[src/rtl/dmux4way16_stream.sv]
// -----------------------------------------------------------------------------
// dmux4way16_stream
//
// Streaming 1-to-4 demultiplexer. It takes one stream of WIDTH-bit words and
// routes each word to output channel a, b, c or d, chosen by in_sel. Each
// channel has its own DEPTH-entry FIFO, so a stalled sink on one channel
// never blocks traffic to the other three.
//
// Ports
//   clk        single clock; all state changes on the rising edge
//   rst_n      synchronous, active-low reset
//   in_data    word to route
//   in_sel     destination channel: 0=a, 1=b, 2=c, 3=d
//   in_valid   in_data / in_sel are valid
//   in_ready   the channel currently selected by in_sel has a free entry
//   a,b,c,d    head-of-FIFO word of channels 0..3 (0 while that channel is empty)
//   out_valid  bit i: channel i head word is valid
//   out_ready  bit i: consumer i accepts the head word
//   busy       at least one channel FIFO holds data
//
// Parameters
//   WIDTH      data width
//   DEPTH      entries per channel FIFO (power of two, >= 2)
// -----------------------------------------------------------------------------
module dmux4way16_stream #(
    parameter int WIDTH = 16,
    parameter int DEPTH = 2
) (
    input  logic             clk,
    input  logic             rst_n,
    input  logic [WIDTH-1:0] in_data,
    input  logic [1:0]       in_sel,
    input  logic             in_valid,
    output logic             in_ready,
    output logic [WIDTH-1:0] a,
    output logic [WIDTH-1:0] b,
    output logic [WIDTH-1:0] c,
    output logic [WIDTH-1:0] d,
    output logic [3:0]       out_valid,
    input  logic [3:0]       out_ready,
    output logic             busy
);

    localparam int NCH   = 4;
    localparam int PTR_W = $clog2(DEPTH);
    localparam int CNT_W = PTR_W + 1;

    // Per-channel FIFO state. Pointers are exactly log2(DEPTH) bits, so they
    // wrap modulo DEPTH by plain overflow.
    logic [PTR_W-1:0] wptr  [NCH];
    logic [PTR_W-1:0] rptr  [NCH];
    logic [CNT_W-1:0] count [NCH];
    logic [WIDTH-1:0] mem   [NCH][DEPTH];

    logic [NCH-1:0]   full;
    logic [NCH-1:0]   empty;
    logic [NCH-1:0]   push_vec;
    logic [NCH-1:0]   pop_vec;
    logic [WIDTH-1:0] head  [NCH];

    // ------------------------------------------------------------------
    // Status flags, derived only from registered counts.
    // ------------------------------------------------------------------
    always_comb begin
        for (int ch = 0; ch < NCH; ch++) begin
            full[ch]  = (count[ch] == CNT_W'(DEPTH));
            empty[ch] = (count[ch] == '0);
        end
    end

    // A full channel refuses a push even when it pops in the same cycle;
    // this keeps out_ready out of the in_ready path.
    assign in_ready  = ~full[in_sel];
    assign out_valid = ~empty;
    assign busy      = |out_valid;

    // ------------------------------------------------------------------
    // Per-channel push/pop strobes.
    // ------------------------------------------------------------------
    always_comb begin
        // NOTE: every combinational output gets a default before any
        // conditional assignment, so no path leaves it unassigned and no latch
        // is inferred.
        push_vec = '0;
        if (in_valid && in_ready) begin
            push_vec[in_sel] = 1'b1;
        end
        pop_vec = out_valid & out_ready;
    end

    // ------------------------------------------------------------------
    // Pointers and counts.
    // ------------------------------------------------------------------
    always_ff @(posedge clk) begin
        if (!rst_n) begin
            for (int ch = 0; ch < NCH; ch++) begin
                // NOTE: sequential state is updated with non-blocking
                // assignments only, so every register samples pre-edge values
                // regardless of statement order.
                wptr[ch]  <= '0;
                rptr[ch]  <= '0;
                count[ch] <= '0;
            end
        end else begin
            for (int ch = 0; ch < NCH; ch++) begin
                if (push_vec[ch]) begin
                    wptr[ch] <= wptr[ch] + PTR_W'(1);
                end
                if (pop_vec[ch]) begin
                    rptr[ch] <= rptr[ch] + PTR_W'(1);
                end
                // Push and pop together leave the count unchanged.
                count[ch] <= count[ch] + CNT_W'(push_vec[ch]) - CNT_W'(pop_vec[ch]);
            end
        end
    end

    // ------------------------------------------------------------------
    // Storage.
    // ------------------------------------------------------------------
    // NOTE: the storage array has no reset. Its contents are only ever observed
    // through a non-zero count, and the counts are reset, so clearing the array
    // would add reset fan-out with no visible effect.
    always_ff @(posedge clk) begin
        for (int ch = 0; ch < NCH; ch++) begin
            // Gating with rst_n ensures a word presented during reset is dropped.
            if (rst_n && push_vec[ch]) begin
                mem[ch][wptr[ch]] <= in_data;
            end
        end
    end

    // ------------------------------------------------------------------
    // Head-of-FIFO outputs. An empty channel drives 0, never stale data.
    // ------------------------------------------------------------------
    always_comb begin
        for (int ch = 0; ch < NCH; ch++) begin
            head[ch] = '0;
            if (!empty[ch]) begin
                head[ch] = mem[ch][rptr[ch]];
            end
        end
    end

    assign a = head[0];
    assign b = head[1];
    assign c = head[2];
    assign d = head[3];

endmodule

[config.mk]
export PLATFORM = sky130hd
export DESIGN_NAME = dmux4way16_stream
export DESIGN_NICKNAME = d
export VERILOG_FILES = /design/src/rtl/dmux4way16_stream.sv
export SDC_FILE = /design/constraint.sdc
export NUM_CORES = 1
export LEC_CHECK = 0
export CORE_MARGIN = 2
export CORE_UTILIZATION = 55
export CTS_BUF_LIST = sky130_fd_sc_hd__clkbuf_4
export DETAILED_ROUTE_END_ITERATION = 10
export GPL_ROUTABILITY_DRIVEN = 0
export GPL_TIMING_DRIVEN = 0
export PLACE_DENSITY = 0.81
export SLEW_MARGIN = 20
export SYNTH_ARGS = -nofsm -noshare
export SYNTH_HDL_FRONTEND = slang
export SYNTH_SLANG_ARGS = --single-unit
[constraint.sdc]
create_clock -name clk -period 8.1 [get_ports clk]
set_input_delay 0.81 -clock clk [delete_from_list [all_inputs] [get_ports clk]]
set_output_delay 0.81 -clock clk [all_outputs]
set_load 0.02 [all_outputs]
## Yosys cells after proc, flatten, opt, wreduce, memory -nomap -nowiden

Memory sizes are Yosys's and may differ from the RTL's.
Index checks and enable logic that the tools add are counted.
Widths: inputs -> output; s select.

| word-level totals | value |
|---|---|
| register bits after elaboration | 0 |
| RAM bits | 144 |
| bits of input ports | 25 |
| logic and storage cells | 163 |
| memories | 4 |

| cells by class | value |
|---|---|
| $add $sub $neg | 16 |
| order comparisons | 14 |
| equal/unequal tests | 4 |
| muxes and demuxes | 84 |
| bitwise logic cells | 23 |
| reductions and logical operators | 18 |

Memory list:

| name | words | width | read ports | clocked after memory_dff | wr ports | line | text |
|---|---|---|---|---|---|---|---|
| mem | 4 | 32 | 4 | 0 | 1 | 53 | `logic [WIDTH-1:0] mem [NCH][DEPTH];` |
| count | 4 | 2 | 4 | 0 | 4 | 52 | `logic [CNT_W-1:0] count [NCH];` |
| rptr | 4 | 1 | 4 | 0 | 4 | 51 | `logic [PTR_W-1:0] rptr [NCH];` |
| wptr | 4 | 1 | 4 | 0 | 4 | 50 | `logic [PTR_W-1:0] wptr [NCH];` |

Operators by type and width:

| kind | count |
|---|---|
| $mux 16 | 20 |
| $mux 32 | 10 |
| $reduce_or 32->1 | 3 |
| $demux 16 s1 | 4 |
| $mux 1 | 40 |
| $ge 2x2->1 const B | 8 |
| $not 1->2 | 8 |
| $mux 2 | 7 |
| $or 1x1->1 | 12 |
| $logic_and 1x1->1 | 10 |
| $add 1x1->1 const B | 8 |
| $add 2x1->2 | 4 |
| $eq 2x2->1 const B | 4 |
| $logic_not 2->1 | 4 |
| $lt 2x1->1 const B | 4 |
| $sub 2x1->2 | 4 |
| $and 4x4->4 | 1 |
| $mux 4 | 1 |
| $not 4->4 | 1 |
| $reduce_or 4->1 | 1 |
| $lt 2x3->1 const B | 1 |
| $bmux 1 s2 | 1 |
| $demux 1 s2 | 1 |
| $ge 2x1->1 const B | 1 |
| $not 1->1 | 1 |

## Longest topological paths before layout

| depth | value |
|---|---|
| word-level depth | 13 |
| gate-level depth with buffers | 8 |

## Worst setup path after synthesis

Ideal clock, no wire load.

| timing | value |
|---|---|
| path type | input port to flip-flop |
| start | input port in_sel[1] |
| end | memory mem[0][0] (netlist bit), enable pin |
| setup time | 0.431 ns |
| arrival time | 2.700 ns |
| path slack | 4.969 ns |
| stages on the path | 2 |
| path buffers | 0 |
| path through | and3b_1 nor4bb_1 |

| on the way | value |
|---|---|
| longest elaborated chain between the ends | 12 |

RTL lines:

| element | line | text |
|---|---|---|
| start, declared | 32 | `input logic [1:0] in_sel,` |
| $lt 2x3->1 (not written as such), or another cell as far along | 86 | `push_vec[in_sel] = 1'b1;` |
| $logic_and 1x1->1 (not written as such) / $mux 1 (equally long branches) | 86, 73 |  |
| $mux 1 (not written as such) / $not 1->1 (equally long branches) | 86, 73 |  |
| $demux 1 s2 / $logic_and 1x1->1 (equally long branches) | 86, 85 |  |
| $mux 4 (*) | 85 | `if (in_valid && in_ready) begin` |
| $logic_and 1x1->1 | 127 | `if (rst_n && push_vec[ch]) begin` |
| $mux 1 | 127 |  |
| $mux 32 (not written as such) | 128 | `mem[ch][wptr[ch]] <= in_data;` |
| $reduce_or 32->1 (no line) | - |  |
| $mux 2 (no line) / $mux 32 (equally long branches) (3 in series) | - |  |
| end, declared | 53 |  |

Every way passes the cells marked *; elsewhere a longest branch is shown, timed or not. The select of a mux whose other input is x is not followed.

==> flow_summary.ini <==
[floorplan]
die_area_sq_um = 11400
rows = 37
top_level_ports = 95
coreArea_sq_um = 10300
initial_core_util_pct = 56.4
chipWidth_um = 107
die_h_um = 107

[drt]
routedWlPerCell_um = 17.8
avgViaCountPerCell = 5.29
drt-total-wl_mm = 11.4
first_iter_violations = 255
vias = 3394
drc = 0
firstDrtPassIters = 4
drtAntennaViolNets = 0

[layout]
nets = 524
syn_to_final_growth_pct = 24.5
final_cells = 641
finish.utilization_pct = 70.2
post-route-cell-area_sq_um = 7220
drive_gt1_share_pct = 10.9

[logic_synthesis]
ys_seq_area_share_pct = 72.7
synth_simple_gate_area_share_pct = 9.43
synth_compound_area_share_pct = 0.475
synth_warnings = 0
synthCells = 377
syn_area_sq_um = 5800
ys_ff_latch = 144
synthAdderAreaFrac_pct = 1.73
synth_top_family_by_area = multiplexers
synth.avg_cell_area_sq_um = 15.4
synth_mux_area_share_pct = 11.8
ys_types = 31
synthXorXnorAreaFrac_pct = 1.21
syn_nets = 410

[clocking]
path_clk_slew_ns = 0.12
cts.sinks = 144
cts-resized-gates = 0
cts_hold_buf = 0
post_cts.repair.setup_buffers = 0
cts-root-buf = clkbuf_4
cts_max_path_buffers = 2
worst_skew_pair.late_latency_ns = 0.51
htreeDepth = 4
cts_tree = done
cts_buffers = 17

[timing]
whs_ns = 0.494
tightestPinTransition_ns = 0.868
period_minus_slack_ns = 3.26
skew_ns = 0.0211
rsz0062_at_grt = false
period_share_pct = 40.2
clock.fmax_ghz = 0.307
fin_setup_tns_ns = 0
setup_viol = 0
finalHoldViolations = 0
slew_viol_final = 0
max_slew_margin_pct = 42.0

[global_routing]
grt_pass1_wl_mm = 17.7
antenna_found_initial = 1
grt_max_degree = 18
grt_pass1_vias = 3500
grt_remaining_overflow = 0
track_usage_pct = 21.0

[flow_run]
drv_cap = 0

[setup_path]
worstSetupPathType = register to output pin
path_cells = nor2_1, buf_2, nand4_1, clkdlybuf4s50_1
max_stage_delay_ns = 0.61
path_max_fanout = 10
arrival_ns = 2.45
critPathRequiredTime_ns = 7.29
start_kind = register
end_kind = output pin
slowest_stage = clkdlybuf4s50_1

[placed_design]
dp_hpwl_mm = 8.07
place_area_sq_um = 6940
dp_cells = 608
port-buffer-count = 93

[pwr]
powerDensity_nw_per_um2 = 320
leakage_nw = 2.59
irDropWorstVdd_uv = 167

[status]
status = finished, final reports clean

[worst_hold_path]
worstHoldPathType = register to register
layout by cell type (no fill, tap or decap), types with 2 or more instances in the layout:
cell type	instances
and2_1	8
and3_1	3
and4_1	3
buf_2	9
buf_4	5
clkbuf_1	2
clkbuf_4	18
clkdlybuf4s50_1	93
clkinv_4	4
clkinvlp_4	4
dfxtp_1	11
edfxtp_1	133
ha_1	8
inv_1	18
inv_6	4
mux2i_1	66
nand2_1	7
nand2b_1	6
nor2_1	67
nor2_2	3
nor3b_1	4
o21ai_0	4
xnor2_1	8
per-stage QoR:
step / worst slack (ns) / power, mW
after floorplan: 4.97 / 1.45
after global placement: 3.59 / 1.88
after detailed placement: 5.00 / 1.91
after CTS: 4.80 / 2.33
after global routing: 4.69 / 2.42
final: 4.84 / 2.31
sequential cells by signal, summed over array words and instances, names as in the netlist:
register and cells:
mem 128, count 8, rptr 4, wptr 4
synthesized netlist by cell type:
cell type,count,area share [%]
buf_2,9,0.78
mux2i_1,66,11
buf_4,4,0.52
inv_2,1,0.065
nor2b_1,1,0.11
and4_1,3,0.45
o21bai_1,1,0.13
o21ai_0,4,0.35
nor2b_4,1,0.24
nor2_1,69,4.5
nand4_1,1,0.11
nor4bb_1,1,0.17
and2_1,8,0.86
nor3b_1,4,0.52
nand4b_1,1,0.15
nand2b_1,6,0.65
and3b_1,1,0.15
inv_1,18,1.2
nand3_1,1,0.086
nor2_2,1,0.11
xnor2_1,8,1.2
and3_1,3,0.32
nand2_1,7,0.45
clkbuf_1,2,0.13
and4b_1,1,0.17
ha_1,8,1.7
mux4_2,1,0.39
edfxtp_1,133,69
nor4b_2,1,0.26
nor4b_1,1,0.15
dfxtp_1,11,3.8
per-layer routing:
layer / share of wire [%] / global-route usage [%] / routed length (um)
met4: 2.3 / 9.46 / 265
met3: 7.1 / 4.50 / 809
met5: 0 / 0 / 0
met1: 42 / 27.8 / 4820
met2: 48 / 33.8 / 5520
worst max-delay path: cells and delay by family (launching register included):
kind          cells  cell delay [ns]
buf+inv           2             0.94
simple gates      2             0.63
flops             1             0.36
path summary, 6_finish.rpt:
path | depth (start not counted) | startpoint | slack [ns] | to
hold reg to reg | 2 | wptr[2] | 0.49 | wptr[2]
setup reg to reg | 3 | count[3][0] | 6.25 | mem[3][31]
hold / removal | 2 | wptr[2] | 0.49 | wptr[2]
setup / recovery | 4 | count[3][1] | 4.84 | busy
area by class of cell:
class                      count  area, sq um
buffer                        15         82.6
fill                         692         3060
antenna                        1         2.50
clock buffer                  18          135
timing repair buffer          95          950
multi-input combinational    199         1460
inverter                      19         71.3
tap                          136          170
sequential                   144         4210
clock inverter                14          135
report_power, final:
| group | switching, mW | internal, mW |
|---|---|---|
| clock network | 0.266 | 0.160 |
| logic | 0.561 | 0.444 |
| registers | 0.0261 | 0.853 |
cells by family after synthesis:
family,after synthesis
AOI/OAI and AO/OA,5
xor gates and xnor gates,8
and+or+nand+nor,111
buffers and inverters,34
adders and majority gates,8
DFF,144
muxes,67
No activity file was read; power rests on OpenSTA's default activity.
==> patch 1: new RTL, same settings <==
The parameter `DEPTH` goes from 2 to 4. Comments in the files are not updated.
--- a/src/rtl/dmux4way16_stream.sv
+++ b/src/rtl/dmux4way16_stream.sv
@@ -24,7 +24,7 @@
 // -----------------------------------------------------------------------------
 module dmux4way16_stream #(
     parameter int WIDTH = 16,
-    parameter int DEPTH = 2
+    parameter int DEPTH = 4
 ) (
     input  logic             clk,
     input  logic             rst_n,
Behaviour: not the same (a bounded check fails within 4 cycles, from zero or initial values).
==> patch 1 against the unedited design <==
- critical path type unchanged
- via count is 92% higher
- power grew 83%
- worst setup slack got worse by 0.51 ns
- wire length is 120% higher
- sequential cell count is 140 higher
- largest power group is now registers
- maximum frequency decreased by 13%
- sequential power up 93%
- critical path depth up 1
- area after synthesis is 100% higher
- design area is 97% higher
- largest cell class unchanged
==> patch 1: results <==
[clock_network]
cts-buffers-inserted = 71
htreeDepth = 3
clk_latency_ns = 0.67
ctsResizeCount = 0
clk_pin_slew_ns = 0.07
cts_root_buffer = clkbuf_4
cts_setup_buffers = 0
clockBufferDepth = 3

[pwr]
p_leak_nw = 4.907
vdd_drop_max_v = 0.0002534

[setup_path]
worstRegToRegCells = 10
timing.rr.end = count[0][2]
crit_arrival_ns = 2.95
critPathLaunch = rptr[0][7]
crit_end = d[7]
max_stage_delay_ns = 0.54
rrSetupSlack_ns = 5.51
rr_startpoint = count[0][1]

[synthesis]
seq_area_frac_synth_pct = 72.20
synth_compound_area_share_pct = 0.9025
synthMuxAreaShare_pct = 12.57
synth_xor_area_share_pct = 1.074
synthCells = 604
synth_commonest_cells = 272 x edfxtp_1, 74 x and2_1, 65 x mux4_2
synthAdderAreaFrac_pct = 3.266
synthTopCellsByArea = edfxtp_1 70%, mux4_2 13%, and2_1 4.0%, ha_1 2.6%, dfxtp_1 2.1%
syn_nets = 657
synth_cell_type_count = 29
synth_edf_count = 272

[global_route]
grt_pass1_vias = 6921
grt_max_degree = 17
antenna_found_initial = 1
grt_usage_pct = 24.07
grt_pass1_wl_mm = 38.91

[placed_design]
port_buffers = 94
dpl.cell_count = 1014
pre_cts_slack_ns = 4.224
dpl.hpwl_mm = 16.80

[route]
wl_mm = 25.40
drt_first_pass_iters = 5
drtIter0Drc = 592
vias_per_cell = 5.715

[timing]
fin_crit_sh_pct = 46.47
slew-limit-headroom_pct = 40.28
skew_ns = 0.02784

[final_layout]
final_cells = 1141
drive_gt1_share_pct = 30.14
nNetsFinal = 865
largest_register_ffs = 256
n_fill_cell = 1370
n_antenna_cell = 0

[hold_path]
hold_depth = 1
worstHoldStart = wptr[0][0]
holdPathEnd = wptr[0][0]

[run_status]
status = finished clean
-- patch 1: cell types whose count changed in the layout (fill, tap and decap cells not counted), sizes merged, moves of 41 or more --
cell and change:
mux2i -66, edfxtp +139, clkbuf +104, and2 +66, mux4 +64, buf +41
nor2 -62
-- patch 1: power breakdown --
| part | internal [mW] | switching, mW | leakage [nW] |
|---|---|---|---|
| registers | 1.66 | 0.0390 | 2.57 |
| logic | 0.659 | 0.683 | 1.79 |
| clock network | 0.639 | 0.544 | 0.542 |
-- patch 1: layout make-up --
type                            count  area, sq um  area share, %
Buffer                             31        151.4          1.066
Clock buffer                      108        810.8          5.709
Clock inverter                     19        97.59         0.6872
Inverter                           42        157.7          1.110
Multi-Input combinational cell    247         3028          21.32
Sequential cell                   284         8408          59.20
Tap cell                          275        344.1          2.423
Timing Repair Buffer              135         1205          8.484
-- patch 1: stage by stage --
step / cell area (sq um) / util, % / hold WS (ns) / power, mW
6_report: 14200 / 67.99 / 0.6574 / 4.227
5_1_grt: 14200 / 67.99 / 0.6815 / 4.431
4_1_cts: 14200 / 67.99 / 0.6526 / 4.267
3_5_place_dp: 13290 / 63.64 / 0.6433 / 3.082
3_3_place_gp: 12930 / 61.90 / 0.6166 / 3.025
2_1_floorplan: 11640 / - / 0.6049 / 2.530
-- patch 1: per-layer routing --
metal,up-vias,global-route usage [%],routed length [um],share of wire (%)
li1,2818,-,-,-
met1,3350,32.20,10070,40
met2,316,39.20,12790,50
met3,37,6.341,2075,8.2
met4,0,7.714,454,1.8
met5,-,0,0,0
-- patch 1: cells by family after synthesis --
group	Yosys count
multiplexers	65
buffers and inverters	73
AND/OR/NAND/NOR	134
adder cells (fa/ha/maj)	28
AO/OA/AOI/OAI	12
XOR/XNOR	8
flip-flops	284
==> patch 2: new RTL, config.mk and constraints unchanged <==
Made on the original files. Make the reset (`rst_n`) asynchronous in one clocked block. Comments in the files are not updated.
--- a/src/rtl/dmux4way16_stream.sv
+++ b/src/rtl/dmux4way16_stream.sv
@@ -91,7 +91,7 @@
     // ------------------------------------------------------------------
     // Pointers and counts.
     // ------------------------------------------------------------------
-    always_ff @(posedge clk) begin
+    always_ff @(posedge clk or negedge rst_n) begin
         if (!rst_n) begin
             for (int ch = 0; ch < NCH; ch++) begin
                 // NOTE: sequential state is updated with non-blocking
Function: differs if rst_n is asserted again (counterexample within 4 cycles, from zero or initial values and one cycle with rst_n low); with rst_n held inactive, the same outputs for 4 cycles.
==> patch 2 against the unedited design <==
- first-iteration DRC count fell by 25%
- area after synthesis fell by 0.86%
- utilization fell by 0.34 points
- critical path depth fell by 1
- design area fell by 0.94%
- global-route usage fell by 0.88 points
- wire length fell by 7.3%
- worst setup slack improved by 0.14 ns
- power rose by 3.8%
- clock power fell by 11%
- sequential cell count did not move
- largest power group unchanged
==> patch 2: results <==
[run_status]
status = finished clean

[synthesis]
seq_area_frac_synth_pct = 73.87
synthTopCellsByArea = edfxtp_1 67%, mux2i_1 11%, dfrtp_1 7.0%, nor2_1 4.4%, xnor2_1 1.8%
async_reset_ff_share_pct = 11.11
synth_edf_count = 128
synth_commonest_cells = 128 x edfxtp_1, 67 x nor2_1, 64 x mux2i_1

[placed_design]
pre_cts_slack_ns = 4.440
dpl.hpwl_mm = 7.581
placed_area_sq_um = 6918

[timing]
skew_ns = 0.01459
worst_pin_slew_ns = 0.9137
whs_ns = 0.5283
finalCriticalPeriod_ns = 3.119

[final_layout]
final_cells = 620
nNetsFinal = 504
drive_gt1_share_pct = 12.84
n_fill_cell = 690

[route]
drt_first_pass_iters = 7
wl_mm = 10.57
wl_met1_mm = 4.520
drtIter0Drc = 191
vias_per_cell = 5.144
wl_met2_mm = 5.343
met3_length_um = 546

[pwr]
vdd_drop_max_v = 0.0002507
pg_seq_mw = 0.921
p_clk_mw = 0.381
p_leak_nw = 2.667
p_seq_share_pct = 38.4
power.switching_mw = 0.8662

[global_route]
grt_pass1_vias = 3261
grtUsageMet1_pct = 26.52
met3_usage_pct = 4.660
grt_pass1_wl_mm = 16.77
grt_usage_pct = 20.15

[clock_network]
clk_latency_ns = 0.49

[setup_path]
crit_end = in_ready
timing.rr.end = mem[2][13]
slowest_stage = clkdlybuf4s50_1
worstRegToRegCells = 5
start_kind = input pin
critPathLaunch = in_sel[1]
crit_arrival_ns = 2.31
crit_path_max_fanout = 7

[hold_path]
worstHoldStart = count[3]
## patch 2: worst register-to-register path: stages (launching register included)
cell	delay (ns)
dfrtp_1	0.40
nand2b_1	0.17
nand2_1	0.11
nor4_2	0.39
buf_2	0.30
buf_2	0.24
## patch 2: kinds of logic (layout without fill, tap and decap cells)
kind of cell | Yosys count | count (layout) | synth area share, %
xor gates and xnor gates | 16 | 16 | 2.439
adders and majority gates | 8 | 8 | 1.742
buffers and inverters | 24 | 154 | 2.700
DFF | 144 | 144 | 73.87
muxes | 65 | 65 | 11.54
other | 0 | 1 | 0
and+or+nand+nor | 96 | 96 | 7.709
## patch 2: cell type report
class	instances	area (sq um)	area share, %
sequential	144	4244	59.36
clock inverter	14	101.3	1.418
multi-input combinational	185	1383	19.34
tap	136	170.2	2.380
inverter	11	41.29	0.5775
buffer	13	113.9	1.593
clock buffer	17	127.6	1.785
antenna	1	2.502	0.03500
timing repair buffer	99	965.9	13.51
